<file path="src/rtl/rom_loader.sv">
// Program download sequencer: packs host bytes into 16-bit instructions,
// writes them from address 0 and holds the CPU in reset until done.
module rom_loader #(
  parameter int ADDR_W        = 15,
  parameter int RELEASE_DELAY = 4
) (
  input  logic              clk,
  input  logic              reset,
  input  logic              dl_start,
  input  logic              dl_valid,
  input  logic [7:0]        dl_byte,
  output logic              dl_ready,
  input  logic              dl_end,
  output logic              rom_we,
  output logic [ADDR_W-1:0] rom_addr,
  output logic [15:0]       rom_data,
  output logic              cpu_reset,
  output logic              loading,
  output logic [15:0]       word_count,
  output logic              overflow
);

  typedef enum logic [2:0] {
    S_IDLE,
    S_RECV_HI,
    S_RECV_LO,
    S_WRITE,
    S_RELEASE
  } state_t;

  localparam int CNT_W = $clog2(RELEASE_DELAY + 1);
  localparam logic [CNT_W-1:0] DELAY = CNT_W'(RELEASE_DELAY);
  localparam logic [ADDR_W-1:0] PTR_MAX = '1;

  state_t            state_q, state_d;
  logic [CNT_W-1:0]  cnt_q, cnt_d;
  logic [ADDR_W-1:0] ptr_q, ptr_d;
  logic [7:0]        hi_q, hi_d;
  logic              rom_we_q, rom_we_d;
  logic [ADDR_W-1:0] rom_addr_q, rom_addr_d;
  logic [15:0]       rom_data_q, rom_data_d;
  logic              cpu_reset_q, cpu_reset_d;
  logic              loading_q, loading_d;
  logic              dl_ready_q, dl_ready_d;
  logic [15:0]       word_count_q, word_count_d;
  logic              overflow_q, overflow_d;
  logic              take;

  assign take = dl_valid && dl_ready_q;

  always_comb begin
    state_d      = state_q;
    cnt_d        = cnt_q;
    ptr_d        = ptr_q;
    hi_d         = hi_q;
    rom_we_d     = 1'b0;
    rom_addr_d   = rom_addr_q;
    rom_data_d   = rom_data_q;
    loading_d    = loading_q;
    word_count_d = word_count_q;
    overflow_d   = overflow_q;
    unique case (state_q)
      S_IDLE: begin
        if (dl_start) begin
          state_d      = S_RECV_HI;
          loading_d    = 1'b1;
          ptr_d        = '0;
          word_count_d = '0;
          overflow_d   = 1'b0;
        end
      end
      S_RECV_HI: begin
        if (dl_end) begin
          state_d = S_RELEASE;
          cnt_d   = DELAY;
        end else if (take) begin
          hi_d    = dl_byte;
          state_d = S_RECV_LO;
        end
      end
      S_RECV_LO: begin
        if (dl_end) begin
          state_d = S_RELEASE;
          cnt_d   = DELAY;
        end else if (take) begin
          state_d    = S_WRITE;
          rom_we_d   = !overflow_q;
          rom_addr_d = ptr_q;
          rom_data_d = {hi_q, dl_byte};
        end
      end
      S_WRITE: begin
        if (word_count_q != 16'hFFFF)
          word_count_d = word_count_q + 16'd1;
        // Pointer parks on the last address; later words are dropped.
        if (ptr_q == PTR_MAX)
          overflow_d = 1'b1;
        else
          ptr_d = ptr_q + ADDR_W'(1);
        if (dl_end) begin
          state_d = S_RELEASE;
          cnt_d   = DELAY;
        end else begin
          state_d = S_RECV_HI;
        end
      end
      S_RELEASE: begin
        cnt_d = cnt_q - CNT_W'(1);
        if (cnt_q <= CNT_W'(1)) begin
          state_d   = S_IDLE;
          loading_d = 1'b0;
        end
      end
      default: begin
        state_d = S_RELEASE;
        cnt_d   = DELAY;
      end
    endcase
    cpu_reset_d = (state_d != S_IDLE);
    dl_ready_d  = (state_d == S_RECV_HI) || (state_d == S_RECV_LO);
  end

  always_ff @(posedge clk) begin
    if (!reset) begin
      state_q      <= S_RELEASE;
      cnt_q        <= DELAY;
      ptr_q        <= '0;
      hi_q         <= '0;
      rom_we_q     <= 1'b0;
      rom_addr_q   <= '0;
      rom_data_q   <= '0;
      cpu_reset_q  <= 1'b1;
      loading_q    <= 1'b0;
      dl_ready_q   <= 1'b0;
      word_count_q <= '0;
      overflow_q   <= 1'b0;
    end else begin
      state_q      <= state_d;
      cnt_q        <= cnt_d;
      ptr_q        <= ptr_d;
      hi_q         <= hi_d;
      rom_we_q     <= rom_we_d;
      rom_addr_q   <= rom_addr_d;
      rom_data_q   <= rom_data_d;
      cpu_reset_q  <= cpu_reset_d;
      loading_q    <= loading_d;
      dl_ready_q   <= dl_ready_d;
      word_count_q <= word_count_d;
      overflow_q   <= overflow_d;
    end
  end

  assign dl_ready   = dl_ready_q;
  assign rom_we     = rom_we_q;
  assign rom_addr   = rom_addr_q;
  assign rom_data   = rom_data_q;
  assign cpu_reset  = cpu_reset_q;
  assign loading    = loading_q;
  assign word_count = word_count_q;
  assign overflow   = overflow_q;

endmodule
</file>
<file path="config.mk">
export PLATFORM = sky130hd
export DESIGN_NAME = rom_loader
export DESIGN_NICKNAME = d
export VERILOG_FILES = /design/src/rtl/rom_loader.sv
export SDC_FILE = /design/constraint.sdc
export NUM_CORES = 1
export LEC_CHECK = 0
export ABC_AREA = 1
export BUFFER_PORTS_ARGS = -buffer_cell sky130_fd_sc_hd__buf_2
export CORE_UTILIZATION = 45
export CTS_CLUSTER_DIAMETER = 120
export CTS_CLUSTER_SIZE = 14
export DETAILED_ROUTE_END_ITERATION = 6
export HOLD_SLACK_MARGIN = 0.02
export PLACE_DENSITY = 0.73
export SLEW_MARGIN = 20
export SYNTH_ARGS = -nofsm -noshare
export SYNTH_HDL_FRONTEND = slang
export SYNTH_SLANG_ARGS = --single-unit
</file>
<file path="constraint.sdc">
create_clock -name clk -period 4.3 [get_ports clk]
set_input_delay 0.86 -clock clk [delete_from_list [all_inputs] [get_ports clk]]
set_output_delay 0.86 -clock clk [all_outputs]
set_load 0.005 [all_outputs]
</file>
==> results.md <==
* CP startpoint: reset
* Initial core utilization at 47.2%
* GRT Util Overall at a little over a fifth
* Clock transition time at the flip-flop clock pins of the worst setup and hold paths at ~0.09 ns
* Die X at between 90 and 100 um
* Final worst slack at between 2 and 2.5 ns
* Fillers at 773
* Drt wl/cell at around 13 um
* Die area at between 8000 and 9000 sq um
* Max Freq at approximately 0.46 GHz
* Hold_sp: loading
* # rows at 32
* Initial DRC count at 168
* Asr flop ratio synth at 0%
* Worst Path Required at 4.55 ns
* Maximum vdd drop at 0.171 mV
* Avg Inst Size Synth at between 7 and 8 sq um
* Ports at 65
* DR vias at between 3000 and 4000
* Fin nets at about 600
* N_diodes at 0
* Final Skew at approximately 0.01 ns
* Worst-path maximum fanout at 48
* Final core occ at a little over half
* Vias in the first global route at between 3000 and 4000
* Status: finished clean
* Resize count post-CTS at 0
* Pre-CTS WS at 1.77 ns
* Netlist cell types at 33
* Pwr/cell area at 371 nW/um^2
* Final Max Slew Viols at 0
* Placer Congestion at ~0.87
* Largest net degree at the start of global routing at 49
* Tightest Pin Transition at between 0.6 and 0.7 ns
* Post-Syn Nets at approximately 540
* WL final at about 9000 um
* Synth-to-layout area growth at 14.3%
* Ys flop type: dfxtp_1
* DRT Pass-1 Iters at 5
* Post-synth EDFFs at 0
* Min-delay worst type: flop to flop
* Mapped Cells at about 530
* Core area at roughly 8000 sq um
* First-pass GRT wire length at between 10000 and 15000 um
* Worst Setup Path Type: primary input to flop
* Area of the multi-input gates at approximately 1800 sq um
* Layout cell share with drive strength beyond 1 at between 10% and 20%
* Hold WS at roughly 0.47 ns
* Clock Latency Late Sink at ~0.34 ns
* Sequential element share of the synthesized area at between 40% and 50%
* Hold Vio Cnt, Final at 0
* CP Capture Type: flop
* Drc violations at 0
* Mapped Area at 3700 sq um
* Final min period at 2.15 ns
* IO buf count at 64
* CTS tree: yes
* Inserted Clock Buffers at 9
* Number of setup buffers added after CTS at 0
* Ys Warns at 0
* RSZ-0062 raised after global routing: no
* Longest Clk Path Bufs at 2
* Initial antenna violation count at 0
* Clock Sinks at 81
* Cell taking the most area after synthesis: dfxtp_1
* MaxCap Viol Count at 0
* Post-DRT Antenna Nets at 0
* Sequential cell area at around 1600 sq um
* Final Cycle Share at around half
* Synth Register Bits at just over 80
* Slew headroom at a little over half
* Setup TNS at 0 ns
* CP arrival at roughly 2.4 ns
* Clock root buffer: clkbuf_8
* Half-perimeter wire length after placement at approximately 6200 um
* Chip Height at 92.7 um
* Synth top area cells: dfxtp_1 44%, nor2_1 12%, nand2_1 8.4%
* Synth top area share at 43.8%
* Final setup violation count at 0
* Most common cell after layout, fill and taps aside: nor2_1
* Critical register-to-register path startpoint: word_count[1]
* Crit start category: primary input
* H-tree levels at 3
* Post-CTS Hold Buffers at 0
* Leakage at around 1.9 nW
* Via/cell ratio at between 5 and 6
* Most frequent cells in the layout: 120 x nor2_1, 83 x nand2_1, 81 x dfxtp_1
* Overflow after GRT at 0
## cell type report
| cell class | count | share of cell area [%] |
|---|---|---|
| Clock buffer | 12 | 3.19 |
| Clock inverter | 3 | 1.00 |
| Inverter | 50 | 4.46 |
| Multi-Input combinational cell | 377 | 42.3 |
| Sequential cell | 81 | 38.3 |
| Tap cell | 102 | 3.01 |
| Timing Repair Buffer | 65 | 7.74 |
## worst paths after layout
kind                                 endpoint  slack [ns]  depth (start not counted)
worst max register to register  word_count[4]        2.47                         10
worst min register to register        loading        0.47                          2
worst min-delay path                  loading        0.47                          2
worst max-delay path                   rom_we        2.15                          3
## stage by stage
stage	cell area, sq um	power (mW)	instances
finish	4230	1.57	690
global route	4230	1.65	690
CTS	4230	1.58	690
detailed placement	4060	1.05	675
global placement	4060	1.05	675
floorplan	3700	1.01	526
## synth_stat cells (all sizes together), types with 4 or more instances
cell and count:
nand2 94, o21ai 56, nand3 30, nand4 8, buf 6, a21oi 37
dfxtp 81, ha 4, inv 48, clkbuf 12, nor2 129, nor3 9
## cell families after synthesis
| logic type | Yosys count | share of synthesized area [%] |
|---|---|---|
| xor+xnor | 1 | 0.237 |
| compound gates | 99 | 14.2 |
| simple gates | 273 | 32.6 |
| flops | 81 | 43.8 |
| buf+inv | 68 | 7.87 |
| fa+ha+maj | 4 | 1.35 |
## routing by layer
| metal | vias up | GRT usage [%] | share of wire, % |
|---|---|---|---|
| met4 | 0 | 5.90 | 0.72 |
| li1 | 1812 | - | - |
| met5 | - | 0 | 0 |
| met3 | 5 | 5.99 | 6.3 |
| met2 | 93 | 34.7 | 46 |
| met1 | 1636 | 28.3 | 47 |
## state kept, by name (all words and copies together), names as in the netlist, 3 cells and up
register	count
state_q	3
cnt_q	3
rom_addr	15
word_count	16
rom_data	16
ptr_q	15
hi_q	8
## where the power goes
part / leakage, nW / total [mW] / switching [mW] / internal [mW]
clock network: 0.0864 / 0.530 / 0.265 / 0.265
registers: 0.654 / 0.810 / 0.0271 / 0.783
logic: 1.18 / 0.229 / 0.154 / 0.0750
## critical path, stage by stage
cell and delay [ns]:
buf_2 0.52, clkinv_1 0.68, nor3_1 0.33
(Power assumes the default switching activity.)
